==> src/rtl/mb32_arb.sv <==
// mb32_arb: round-robin front end sharing one pipelined multiplier
// among four requesters, with one result slot per requester.
module mb32_arb #(
    parameter int WIDTH = 32,
    parameter int NREQ  = 4,
    parameter int LAT   = 2
) (
    input  logic                      CLK,
    input  logic                      RST,
    input  logic [NREQ-1:0]           req_valid,
    output logic [NREQ-1:0]           req_ready,
    input  logic [NREQ*WIDTH-1:0]     req_mx,
    input  logic [NREQ*WIDTH-1:0]     req_my,
    output logic [NREQ-1:0]           res_valid,
    input  logic [NREQ-1:0]           res_ready,
    output logic [NREQ*2*WIDTH-1:0]   res_product,
    output logic [WIDTH-1:0]          mul_mx,
    output logic [WIDTH-1:0]          mul_my,
    input  logic [2*WIDTH-1:0]        mul_product,
    output logic                      busy
);

    localparam int IW = $clog2(NREQ);

    logic [NREQ-1:0] slot_occ;
    logic [NREQ-1:0] elig;
    logic [NREQ-1:0] gnt;
    logic [IW-1:0]   rr_ptr;
    logic [IW-1:0]   gidx;
    logic [IW-1:0]   idx;
    logic            found;
    logic [LAT:0]    tag_v;
    logic [IW-1:0]   tag_id [LAT+1];

    assign elig = req_valid & ~slot_occ;

    // Rotating priority search starting at rr_ptr
    always_comb begin
        found = 1'b0;
        gidx  = '0;
        idx   = '0;
        for (int k = 0; k < NREQ; k++) begin
            idx = rr_ptr + IW'(k);
            if (!found && elig[idx]) begin
                found = 1'b1;
                gidx  = idx;
            end
        end
    end

    assign gnt       = found ? (NREQ'(1) << gidx) : '0;
    assign req_ready = gnt & {NREQ{RST}};
    assign busy      = |slot_occ;

    always_ff @(posedge CLK or negedge RST) begin
        if (!RST) begin
            slot_occ    <= '0;
            rr_ptr      <= '0;
            mul_mx      <= '0;
            mul_my      <= '0;
            tag_v       <= '0;
            res_valid   <= '0;
            res_product <= '0;
            for (int k = 0; k <= LAT; k++) begin
                tag_id[k] <= '0;
            end
        end else begin
            mul_mx    <= found ? req_mx[gidx*WIDTH +: WIDTH] : '0;
            mul_my    <= found ? req_my[gidx*WIDTH +: WIDTH] : '0;
            tag_v     <= {tag_v[LAT-1:0], found};
            tag_id[0] <= gidx;
            for (int k = 1; k <= LAT; k++) begin
                tag_id[k] <= tag_id[k-1];
            end
            if (found) begin
                slot_occ[gidx] <= 1'b1;
                rr_ptr         <= gidx + IW'(1);
            end
            // An occupied slot is never eligible, so grant and release never collide
            for (int i = 0; i < NREQ; i++) begin
                if (res_valid[i] && res_ready[i]) begin
                    res_valid[i] <= 1'b0;
                    slot_occ[i]  <= 1'b0;
                end
            end
            if (tag_v[LAT]) begin
                res_valid[tag_id[LAT]] <= 1'b1;
                res_product[tag_id[LAT]*2*WIDTH +: 2*WIDTH] <= mul_product;
            end
        end
    end

endmodule

==> config.mk <==
export PLATFORM = sky130hd
export DESIGN_NAME = mb32_arb
export DESIGN_NICKNAME = d
export VERILOG_FILES = /design/src/rtl/mb32_arb.sv
export SDC_FILE = /design/constraint.sdc
export NUM_CORES = 1
export LEC_CHECK = 0
export CORE_AREA = 2 2 254 256
export CTS_CLUSTER_DIAMETER = 50
export DETAILED_ROUTE_END_ITERATION = 6
export DIE_AREA = 0 0 256 258
export SLEW_MARGIN = 30
export SYNTH_ARGS = -nofsm -noshare
export SYNTH_HDL_FRONTEND = slang
export SYNTH_SLANG_ARGS = --single-unit
==> constraint.sdc <==
create_clock -name CLK -period 2.7 [get_ports CLK]
set_clock_uncertainty 0.15 [all_clocks]
set_input_delay 0.54 -clock CLK [delete_from_list [all_inputs] [get_ports CLK]]
set_output_delay 0.54 -clock CLK [all_outputs]
set_load 0.03 [all_outputs]
# After elaboration in Yosys (flattened, before gate mapping)
# Cells that the tools add are included.
# classes
n_mux,34
addsub,5
div_mod_pow,0
multipliers,0
shift,5
n_bitwise,5
n_eq_ne,0
order_cmp,8
n_reduce_logical,17
# op_table
op,count
bitwise mux 256 bit,1
variable shift 64 x 34 -> 256 bit (first input constant),1
indexed part select 128 x 8 -> 32 bit,2
indexed part select 64 x 34 -> 256 bit,1
2-to-1 mux 32 bit,2
negation 8 -> 34 bit,1
less-than comparator 2 x 3 -> 1 bit (second input constant),6
2-to-1 mux 1 bit,18
2-to-1 mux 4 bit,3
logical AND 1 bit,9
AND 4 bit,2
binary-select mux 1 bit (select 2 bit),4
2-to-1 mux 2 bit,4
bitwise OR 4 bit,2
nonzero test 2 bit,4
adder 2 x 1 -> 2 bit (second input constant),2
adder 2 bit (second input constant),2
demux 1 bit (select 2 bit),2
greater-or-equal comparator 2 x 1 -> 1 bit (second input constant),2
NOT 4 bit,1
OR reduction 4 bit,1
<< shifter 1 x 2 -> 4 bit (first input constant),1
logical NOT 1 bit,3
# totals
out_inout_bits,329
elab_cells,87
in_bits,330
memories,0
reg_bits,339
latch_bits,0
mem_bits_ro,0
ram_bits,0

# Depth between registers and ports, before layout
# Gate-level depths: netlist (run 1).
# logic_depth
depth_word,21
mapped_depth,9
depth_no_buf,5

# Worst setup path before layout (run 1)
# OpenSTA, ideal clock, no wires.
# synth_timing
path_type,input-to-output
from,in req_valid[0]
to,out req_ready[1]
required_time_ns,2.010
path_buffers,4
t_arrival_ns,1.955
path_slack_ns,0.055
path_stages,9
path_cell_list,nor2b_1 -> buf_2 -> a22oi_2 -> and3_1 -> buf_6 -> buf_12 -> buf_12 -> nand2_1 -> nor2_1
# synth_between
elab_chain_cells,16
word_cells_on_any_way,26
cone_classes,1 x shift; 17 x mux; 2 x bitwise; 6 x reduce/logical
# synth_lines
item,line_no,source
from (decl),10,"input logic [NREQ-1:0] req_valid,"
AND 4 bit (*),35,assign elig = req_valid & ~slot_occ;
binary-select mux 1 bit (select 2 bit),44,if (!found && elig[idx]) begin
2-to-1 mux 1 bit (implied by the code),44,
2-to-1 mux 1 bit,44,
logical NOT 1 bit,44,
logical AND 1 bit,44,
2-to-1 mux 1 bit,44,
logical NOT 1 bit,44,
logical AND 1 bit,44,
2-to-1 mux 1 bit,44,
logical NOT 1 bit,44,
logical AND 1 bit,44,
2-to-1 mux 2 bit (*),44,
named net gidx[0],29,logic [IW-1:0] gidx;
<< shifter 1 x 2 -> 4 bit (*),51,assign gnt = found ? (NREQ'(1) << gidx) : '0;
2-to-1 mux 4 bit (*),51,
AND 4 bit (*),52,assign req_ready = gnt & {NREQ{RST}};
to (decl),11,"output logic [NREQ-1:0] req_ready,"
# Mark *: on every way through the listed nets, which the timed path passes. The rest lies on a longest branch. The select of a mux whose other input is x is not followed.

# Final worst setup path (run 1)
# layout_timing
from,reg slot_occ[2]
to,out req_ready[3]
# layout_between
elab_chain_cells,17
word_cells_on_any_way,27
cone_classes,1 x shift; 17 x mux; 3 x bitwise; 6 x reduce/logical
# layout_lines
item,line_no,source
from (decl),25,logic [NREQ-1:0] slot_occ;
from (signal assigned),57,slot_occ <= '0;
"from (signal, indexed assignment)",76,slot_occ[gidx] <= 1'b1;
"from (signal, indexed assignment)",83,slot_occ[i] <= 1'b0;
NOT 4 bit (*),35,
AND 4 bit (*),35,
binary-select mux 1 bit (select 2 bit),44,
2-to-1 mux 1 bit (implied by the code),44,
2-to-1 mux 1 bit,44,
logical NOT 1 bit,44,
logical AND 1 bit,44,
2-to-1 mux 1 bit,44,
logical NOT 1 bit,44,
logical AND 1 bit,44,
2-to-1 mux 1 bit,44,
logical NOT 1 bit,44,
logical AND 1 bit,44,
2-to-1 mux 2 bit,44,
<< shifter 1 x 2 -> 4 bit,51,
2-to-1 mux 4 bit (*),51,
AND 4 bit (*),52,
# Mark *: on every way between the ends. The rest lies on a longest branch, timed or not. The select of a mux whose other input is x is not followed.

==> qor.yml, run 1 <==
outcome:
  status: "finished, violations left"
  violations: "setup timing"
setup_path:
  cp.depth: 6
  crit_chain: "nand2b_4 -> or3_1 -> a22oi_2 -> buf_6 -> and3_4 -> buf_6"
  slowest_stage: "dfrtp_1"
  crit_fanout: 5
  crit_path_max_incr_delay_ns: 0.42
  worstSetupPathType: "reg2out"
  cp_common_cell: "buf_6"
  reg2reg_slack_ns: 0.22
  endpoint_kind: "output port"
  reg2reg_depth: 5
  r2r-end: "res_product[55]"
  critPathLaunchType: "register"
  reg2reg_from: "tag_id[0]"
  crit_required_ns: 2.01
  crit_family: "simple AND/OR/NAND/NOR gates"
  cp.buffers_inverters: 2
  cp.arrival_ns: 2.19
  startpoint: "slot_occ[2]"
synth:
  synthArstFlopShare_pct: 100.0
  syn_nets: 1365
  yosysTopAreaCellShare_pct: 63.09
  syn_inst: 1027
  syn_area_um2: 13450
  avgSynthCellArea_um2: 13.09
  ys_ff_latch: 339
  yosysMostFrequentCell: "dfrtp_1"
  ys_seq_area_share_pct: 63.09
  yosys-top-cells-area: "dfrtp_1 63%, a22o_1 17%, mux2i_1 4.8%"
  yosys_warnings: 0
  synth_area_leader_cell: "dfrtp_1"
  synth_edf_count: 0
  synth_ff_type: "dfrtp_1"
  synth_top_cells_by_count: "339 x dfrtp_1, 256 x a22o_1, 75 x nand2_1, 70 x nor2_1, 64 x mux2i_1"
  ys_types: 35
routing:
  wl_met3_mm: 4.843
  vias_per_cell: 4.685
  postRouteAntennaNets: 0
  highest-signal-layer: "met5"
  drt_iter0_markers: 841
  drt_first_pass_iters: 5
  routed_wl_mm: 59.67
  wl_met1_mm: 22.42
  via_count: 12082
  post-route-drc-count: 0
  routedWlPerCell_um: 23.14
  dr_wl_met2_mm: 29.92
floorplanning:
  fp.dieW_um: 256
  dieArea_um2: 66050
  io-pin-count: 659
  start_util_pct: 21.12
  fp.dieH_um: 258
  num_rows: 93
  core_region_area_um2: 63650
power_and_ir_drop:
  ir_worst_vdd_mv: 0.5498
  power_frac_comb_pct: 52.9
  seqPwrFrac_pct: 28.0
  cellPowerDensity_nw_per_um2: 1407
  p_sw_mw: 13.69
  p_sw_share_pct: 42.46
  leakage_nw: 9.804
  p_int_mw: 18.56
  clkPwrFrac_pct: 19.2
hold_path:
  hold_start: "tag_id[5]"
  min_path_cells: 0
  hold_path.class: "reg2reg"
  hold_path_end: "tag_id[3]"
finish:
  drive_gt1_share_pct: 9.181
  finalNetCount: 2026
  area_delta_synth_final_pct: 70.43
global_routing:
  antenna_found_initial: 7
  track_usage_pct: 17.53
  grt-ovfl-total: 0
  grt_pass1_vias: 13012
  grt_max_degree: 65
  grt_first_pass_wirelength_mm: 87.98
timing:
  min_period_ns: 2.883
  relSlewSlack_pct: 52.92
  rsz0062_at_grt: "yes"
  holdWs_ns: 0.1945
  worst-slew-pin-transition_ns: 0.7063
  finalSetupTns_ns: -0.5014
  setup-violations-final: 4
  finalWorstSetupSlack_ns: -0.1828
  max_freq_mhz: 346.9
  fin_crit_sh_pct: 106.8
  drv_slew: 0
  hold_violations: 0
clock_tree:
  cts_buffers: 45
  cts_sinks: 339
  cts_tree: "built"
  cts_buffer_depth: 3
  clk_pin_slew_ns: 0.05
  cts_root_buf: "clkbuf_16"
  cts_max_level: 2
  clock_latency_ns: 0.56
placed_design:
  place.gp.congestion: 0.9085
  dp_hpwl_mm: 42.81
  port_buffers: 658
flow_run:
  drv_cap: 0
-- layout make-up --
class | instances | area, µm²
Fill cell | 6202 | 40740
Inverter | 8 | 30.03
Multi-Input combinational cell | 587 | 4552
Timing Repair Buffer | 707 | 7203
Clock inverter | 25 | 344.1
Clock buffer | 55 | 1224
Antenna cell | 3 | 7.507
Tap cell | 855 | 1070
Sequential cell | 339 | 8484
-- power groups by stage --
stage | clock network (mW) | registers, mW | logic (mW)
floorplan | 0 | 13.5 | 4.70
global placement | 0 | 9.02 | 16.9
detailed placement | 0 | 9.08 | 17.0
CTS | 6.34 | 9.04 | 17.2
global route | 6.55 | 9.31 | 17.8
finish | 6.18 | 9.02 | 17.1
-- per-layer routing --
metal	vias up	global-route usage, %
met3	124	4.888
met4	2	7.976
met1	6077	20.10
met5	-	0
met2	658	30.41
li1	5221	-
-- worst max-delay path by stage --
stage / to / slack, ns
floorplan: req_ready[1] / 0.06
global placement: req_ready[3] / -0.23
detailed placement: req_ready[3] / -0.21
CTS: req_ready[3] / -0.23
global route: req_ready[3] / -0.25
finish: req_ready[3] / -0.18
-- cells in the final DEF, fill, tap and decap left out, types with 2 or more instances in the layout --
master	instances
buf_6	4
bufinv_16	5
nand2_2	5
clkinv_2	5
clkbuf_16	45
inv_6	2
nor4b_2	3
clkbuf_8	6
nand2b_1	2
inv_1	8
o211ai_1	2
nor2b_1	4
a221oi_2	5
nand2_1	70
dfrtp_1	338
clkinv_8	2
mux2i_1	64
inv_8	2
clkinvlp_4	3
clkbuf_1	4
a221oi_1	59
a22o_1	256
dlymetal6s2s_1	2
buf_12	19
and3_4	2
diode_2	3
a22oi_2	3
nor2_1	68
clkinv_4	5
a21oi_1	7
clkdlybuf4s50_1	650
o21ai_0	10
buf_4	29
ha_1	8
-- what timing repair did --
item,4_1_cts,5_1_grt
hold endpoints to repair,54,0
hold buffers,1,0
setup buffers,6,2
pin swaps,5,3
gates cloned,0,0
setup endpoints to repair,4,4
resized for setup,11,6
-- flip-flops by register name (all words and copies together) (netlist names) --
register     cells
res_valid        4
mul_mx          32
tag_v            3
res_product    256
tag_id           6
slot_occ         4
mul_my          32
rr_ptr           2
-- logic make-up (layout without fill, tap and decap cells) --
kind of cell             after synthesis  after routing  synth area share, %
flip-flops                           339            339                63.09
AO/OA/AOI/OAI                        347            347                22.37
AND/OR/NAND/NOR                      168            168                5.267
adder cells (fa/ha/maj)                8              8               0.7445
buffers and inverters                101            795                3.760
other                                  0              3                    0
multiplexers                          64             64                4.765
-- stage by stage --
stage          power, mW  utilization (%)  instance area [µm²]  setup slack (ns)  instances
2_1_floorplan      18.19                -                13450           0.05544       1027
3_3_place_gp       25.91            33.34                21220           -0.2301       2488
3_5_place_dp       26.12            33.34                21220           -0.2068       2488
4_1_cts            32.59            35.94                22880           -0.2303       2574
5_1_grt            33.68            36.00                22910           -0.2492       2579
6_report           32.25            36.00                22910           -0.1828       2579
No activity file was read; power rests on OpenSTA's default activity.
==> run 2: changes to the inputs <==
--- a/config.mk
+++ b/config.mk
@@ -6,7 +6,6 @@
 export NUM_CORES = 1
 export LEC_CHECK = 0
 export CORE_AREA = 2 2 254 256
-export CTS_CLUSTER_DIAMETER = 50
 export DETAILED_ROUTE_END_ITERATION = 6
 export DIE_AREA = 0 0 256 258
 export SLEW_MARGIN = 30
==> run 2 against run 1 <==
Sequential share of layout area up 0.28 points. Largest cell class unchanged. Hold slack about the same. Combinational power about the same. The flow still finishes with violations (setup timing). Worst setup slack better by 0.010 ns. Cell area down 0.74%. Register-to-register slack about the same. Sequential power about the same. Count of clock-buffer cells in the layout down 1.
==> qor.yml, run 2 (same netlist as run 1, synthesis figures left out) <==
power_and_ir_drop:
  leakage_nw: 9.724  # -0.81%
  ir_worst_vdd_mv: 0.6048  # +10%
  cellPowerDensity_nw_per_um2: 1393  # -1.0%
  power_mw: 31.69  # -1.7%
timing:
  worst-slew-pin-transition_ns: 0.7083  # +0.002002 ns
  fin_crit_sh_pct: 106.4  # -0.39 points
  max_freq_mhz: 348.2  # +0.36%
  min_period_ns: 2.872  # -0.01049 ns
  finalSetupTns_ns: -0.4664  # +0.03506 ns
  setup-violations-final: 4  # unchanged
  rsz0062_at_grt: "yes"
  drv_slew: 0  # unchanged
  relSlewSlack_pct: 52.78  # -0.13 points
  finalWorstSetupSlack_ns: -0.1723  # +0.01049 ns
  hold_violations: 0  # unchanged
clock_tree:
  cts_tree: "built"
  cts_buffers: 40  # -11%
  cts_sinks: 339  # unchanged
  clock_latency_ns: 0.55  # about the same
  cts_root_buf: "clkbuf_16"
  cts_max_level: 2  # unchanged
  clk_pin_slew_ns: 0.05  # about the same
  cts_buffer_depth: 3  # unchanged
setup_path:
  slowest_stage: "dfrtp_1"
  endpoint_kind: "output port"
  crit_path_max_incr_delay_ns: 0.43  # about the same
  cp_common_cell: "buf_6"
  critPathLaunchType: "register"
  crit_fanout: 5  # unchanged
  crit_chain: "nand2b_4 -> or3_1 -> a22oi_2 -> buf_6 -> and3_4 -> buf_6"
  crit_required_ns: 2.01  # about the same
  worstSetupPathType: "reg2out"
  cp.arrival_ns: 2.18  # about the same
hold_path:
  hold_path.class: "reg2reg"
global_routing:
  track_usage_pct: 17.49  # -0.038 points
  antenna_found_initial: 6  # -1
  grt_pass1_vias: 12937  # -0.58%
  grt_first_pass_wirelength_mm: 87.80  # -0.20%
  grt_max_degree: 65  # unchanged
  grt-ovfl-total: 0  # unchanged
finish:
  layout_commonest_cell: "clkdlybuf4s50_1"
  regArea_um2: 8484  # unchanged
  largest_reg_flops: 256  # unchanged
  reg_top3: "res_product x256, mul_mx x32, mul_my x32"
  multi_input_area_um2: 4552  # unchanged
  area_delta_synth_final_pct: 69.16
  finalNetCount: 2023  # -0.15%
  top_register: "res_product"
  layout_common_cells: "651 x clkdlybuf4s50_1, 338 x dfrtp_1, 256 x a22o_1"
  fillerInstances: 6221  # +0.31%
  drive_gt1_share_pct: 8.698  # -0.48 points
  fin_util_pct: 35.73  # -0.27 points
outcome:
  violations: "setup timing"
  status: "finished, violations left"
placed_design:
  port_buffers: 658  # unchanged
  dp_slack_ns: -0.2068  # unchanged
  dp_hpwl_mm: 42.81  # unchanged
  place.gp.congestion: 0.9085  # unchanged
floorplanning:
  fp.dieW_um: 256  # unchanged
  core_region_area_um2: 63650  # unchanged
  io-pin-count: 659  # unchanged
  start_util_pct: 21.12  # unchanged
  dieArea_um2: 66050  # unchanged
  fp.dieH_um: 258  # unchanged
  num_rows: 93  # unchanged
routing:
  vias_per_cell: 4.678  # -0.15%
  wl_met1_mm: 22.56  # +0.62%
  routedWlPerCell_um: 23.09  # -0.20%
  wl_met3_mm: 4.659  # -3.8%
  via_count: 12026  # -0.46%
  routed_wl_mm: 59.37  # -0.51%
  drt_first_pass_iters: 5  # unchanged
  postRouteAntennaNets: 0  # unchanged
  post-route-drc-count: 0  # unchanged
  highest-signal-layer: "met5"
  drt_iter0_markers: 865  # +2.9%
  dr_wl_met2_mm: 29.64  # -0.92%
flow_run:
  drv_cap: 0  # unchanged
==> run 2: metrics by stage <==
stage | hold slack (ns) | instance area, µm² | std cells
3_3_place_gp | 0.1822 | 21220 | 2488
5_1_grt | 0.2029 | 22740 | 2570
4_1_cts | 0.1963 | 22690 | 2564
2_1_floorplan | 0.09441 | 13450 | 1027
6_report | 0.1944 | 22740 | 2571
3_5_place_dp | 0.1847 | 21220 | 2488
==> run 2: layer usage <==
layer | vias to the layer above | GRT usage [%]
met3 | 120 | 4.829
met4 | 2 | 7.749
met1 | 6070 | 20.05
li1 | 5201 | -
met2 | 633 | 30.48
met5 | - | 0
==> run 2: worst max-delay path: cells and delay by family (launching register included) <==
kind	cells	cell delay [ns]
AO/OA/AOI/OAI	1	0.20
buffers and inverters	2	0.27
AND/OR/NAND/NOR	3	0.75
flip-flops	1	0.43
==> run 2: area by class of cell <==
class | instances | area share [%]
Timing Repair Buffer | 709 | 31.73
Multi-Input combinational cell | 587 | 20.01
Inverter | 8 | 0.1320
Tap cell | 855 | 4.704
Clock inverter | 16 | 1.012
Antenna cell | 3 | 0.03301
Clock buffer | 54 | 5.078
Sequential cell | 339 | 37.30
==> run 2: final timing paths <==
check | startpoint | to | slack, ns | cells after the start
setup / recovery | slot_occ[2] | req_ready[3] | -0.17 | 6
hold / removal | tag_id[5] | tag_id[3] | 0.19 | 0
setup reg to reg | tag_id[0] | res_product[55] | 0.23 | 5
hold reg to reg | tag_id[5] | tag_id[3] | 0.19 | 0
max in group asynchronous | RST | res_product[142] | 1.14 | 4
min in group asynchronous | RST | res_product[203] | 0.24 | 2
==> run 2: what timing repair did <==
item / 4_1_cts / 5_1_grt
buffers inserted: 6 / 4
pin swaps: 4 / 4
hold endpoints to repair: 54 / 0
endpoints found under the setup margin: 4 / 4
hold buffers: 1 / 0
gates resized for setup: 11 / 5
==> run 2: power breakdown <==
group	leakage (nW)	internal (mW)	total [mW]	switching, mW
Clock	0.680	3.40	5.61	2.21
Sequential	4.50	7.56	9.01	1.45
Combinational	4.54	7.26	17.1	9.80
==> run 3: changes to the inputs <==
--- a/config.mk
+++ b/config.mk
@@ -12,3 +12,4 @@
 export SYNTH_ARGS = -nofsm -noshare
 export SYNTH_HDL_FRONTEND = slang
 export SYNTH_SLANG_ARGS = --single-unit
+export TNS_END_PERCENT = 30
==> run 3 against run 2 <==
The run still ends with setup timing left. Largest power group unchanged. Via count unchanged. Largest cell class unchanged. Hold slack about the same. Highest routed layer is now met4. Combinational power about the same.
==> qor.yml, run 3 (same netlist as run 1, synthesis figures left out) <==
outcome:
  status: "finished, violations left"
  violations: "setup timing"
global_routing:
  antenna_found_initial: 9  # +3
  met1_usage_pct: 20.01  # -0.043 points
  met2_usage_pct: 30.07  # -0.41 points
  grt_max_degree: 65  # unchanged
  grtUsageMet3_pct: 4.839  # +0.0098 points
  track_usage_pct: 17.46  # -0.030 points
  grt_pass1_vias: 12846  # -0.70%
  top_usage_layer: "met2"
  grt-ovfl-total: 0  # unchanged
  grt_first_pass_wirelength_mm: 87.45  # -0.40%
clock_tree:
  clock_latency_ns: 0.55  # about the same
  cts_tree: "built"
  cts_sinks: 339  # unchanged
  cts_buffers: 40  # unchanged
  cts_root_buf: "clkbuf_16"
  cts_buffer_depth: 3  # unchanged
  cts_max_level: 2  # unchanged
  clk_pin_slew_ns: 0.05  # about the same
finish:
  top_register: "res_product"
  multi_input_area_um2: 4527  # -0.55%
  layout_common_cells: "652 x clkdlybuf4s50_1, 338 x dfrtp_1, 256 x a22o_1"
  reg_top3: "res_product x256, mul_mx x32, mul_my x32"
  area_delta_synth_final_pct: 68.55
  regArea_um2: 8484  # unchanged
  largest_reg_flops: 256  # unchanged
  finalNetCount: 2016  # -0.35%
  drive_gt1_share_pct: 7.913  # -0.78 points
  fillerInstances: 6230  # +0.14%
  stdcell_area_um2: 22660  # -0.36%
  fin_util_pct: 35.60  # -0.13 points
  final-instance-count-excl-fill: 2566  # -0.19%
  layout_commonest_cell: "clkdlybuf4s50_1"
floorplanning:
  fp.dieH_um: 258  # unchanged
  io-pin-count: 659  # unchanged
  core_region_area_um2: 63650  # unchanged
  num_rows: 93  # unchanged
  dieArea_um2: 66050  # unchanged
  fp.dieW_um: 256  # unchanged
  start_util_pct: 21.12  # unchanged
routing:
  vias_per_cell: 4.687  # +0.19%
  via_count: 12026  # unchanged
  routedWlPerCell_um: 23.16  # +0.27%
  drt_iter0_markers: 826  # -4.5%
  drt_first_pass_iters: 5  # unchanged
  post-route-drc-count: 0  # unchanged
  postRouteAntennaNets: 0  # unchanged
  routed_wl_mm: 59.42  # about the same
setup_path:
  crit_required_ns: 2.01  # about the same
  crit_path_max_incr_delay_ns: 0.52  # +0.09 ns
  endpoint_kind: "output port"
  worstSetupPathType: "in2out"
  cp.arrival_ns: 2.19  # about the same
  critPathLaunchType: "primary input"
  startpoint: "req_valid[2]"
  crit_fanout: 5  # unchanged
  crit_chain: "clkdlybuf4s50_1 -> nand2b_4 -> or3_1 -> a22oi_2 -> buf_4 -> and3_4 -> buf_6"
  slowest_stage: "clkdlybuf4s50_1"
  reg2reg_from: "tag_id[0]"
power_and_ir_drop:
  clkPwrFrac_pct: 17.8  # about the same
  leakage_nw: 9.677  # -0.49%
  p_sw_share_pct: 42.57  # +0.074 points
  cellPowerDensity_nw_per_um2: 1394  # about the same
  p_int_mw: 18.14  # -0.43%
  power_frac_comb_pct: 53.7  # about the same
  ir_worst_vdd_mv: 0.6024  # -0.39%
  p_sw_mw: 13.45  # -0.12%
  seqPwrFrac_pct: 28.5  # about the same
placed_design:
  placed_area_um2: 21220  # unchanged
  port_buffers: 658  # unchanged
  dp_hpwl_mm: 42.81  # unchanged
  place.gp.congestion: 0.9085  # unchanged
  dp_cells: 2488  # unchanged
timing:
  relSlewSlack_pct: 52.65  # -0.13 points
  setup-violations-final: 4  # unchanged
  max_freq_mhz: 347.0  # -0.32%
  drv_slew: 0  # unchanged
  worst-slew-pin-transition_ns: 0.7103  # +0.002020 ns
  holdWs_ns: 0.1944  # -0.000002000 ns
  fin_crit_sh_pct: 106.7  # +0.34 points
  finalWorstSetupSlack_ns: -0.1815  # -0.009202 ns
  min_period_ns: 2.882  # +0.009202 ns
  rsz0062_at_grt: "yes"
  hold_violations: 0  # unchanged
hold_path:
  hold_start: "tag_id[5]"
  hold_path.class: "reg2reg"
flow_run:
  drv_cap: 0  # unchanged
-- run 3: stage by stage --
| step | setup slack, ns | total power, mW | TNS, ns |
|---|---|---|---|
| 4_1_cts | -0.2218 | 31.95 | -0.6222 |
| 3_3_place_gp | -0.2301 | 25.91 | -3.909 |
| 5_1_grt | -0.2652 | 33.02 | -0.9200 |
| 2_1_floorplan | 0.05544 | 18.19 | 0 |
| 3_5_place_dp | -0.2068 | 26.12 | -7.207 |
| 6_report | -0.1815 | 31.60 | -0.4684 |
-- run 3: worst paths after layout --
kind	end	slack, ns	depth (start not counted)
min in group asynchronous	res_product[203]	0.24	2
worst min-delay path	tag_id[3]	0.19	0
worst max register to register	res_product[55]	0.22	5
max in group asynchronous	res_product[142]	1.13	4
worst min register to register	tag_id[3]	0.19	0
worst max-delay path	req_ready[3]	-0.18	7
-- run 3: area by class of cell --
class                      count  area share, %
sequential                   339          37.44
timing repair buffer         702          31.56
clock inverter                16          1.016
inverter                       8         0.1325
tap                          855          4.721
clock buffer                  54          5.096
antenna                        5        0.05521
multi-input combinational    587          19.98
-- run 3: timing repair --
| item | 4_1_cts | 5_1_grt |
|---|---|---|
| setup endpoints to repair | 4 | 4 |
| resized for setup | 5 | 0 |
| pin swaps | 0 | 1 |
| endpoints found under the hold margin | 54 | 0 |
| buffers inserted | 1 | 1 |
| hold buffers | 1 | 0 |
-- run 3: layer usage --
metal / wire length [µm] / share of wire (%)
met5: 0 / 0
met4: 2628 / 4.4
met3: 4638 / 7.8
met2: 29540 / 50
met1: 22610 / 38
-- run 3: critical path: cells and delay by family --
| kind | cells | cell delay (ns) |
|---|---|---|
| AOI/OAI and AO/OA | 1 | 0.18 |
| buffers and inverters | 3 | 0.81 |
| and+or+nand+nor | 3 | 0.66 |
-- run 3: power groups by stage --
stage          combinational [mW]  clock (mW)  sequential [mW]
5_1_grt                      17.7        5.99             9.31
3_5_place_dp                 17.0           0             9.08
6_report                     17.0        5.61             9.02
3_3_place_gp                 16.9           0             9.02
2_1_floorplan                4.70           0             13.5
4_1_cts                      17.1        5.78             9.04
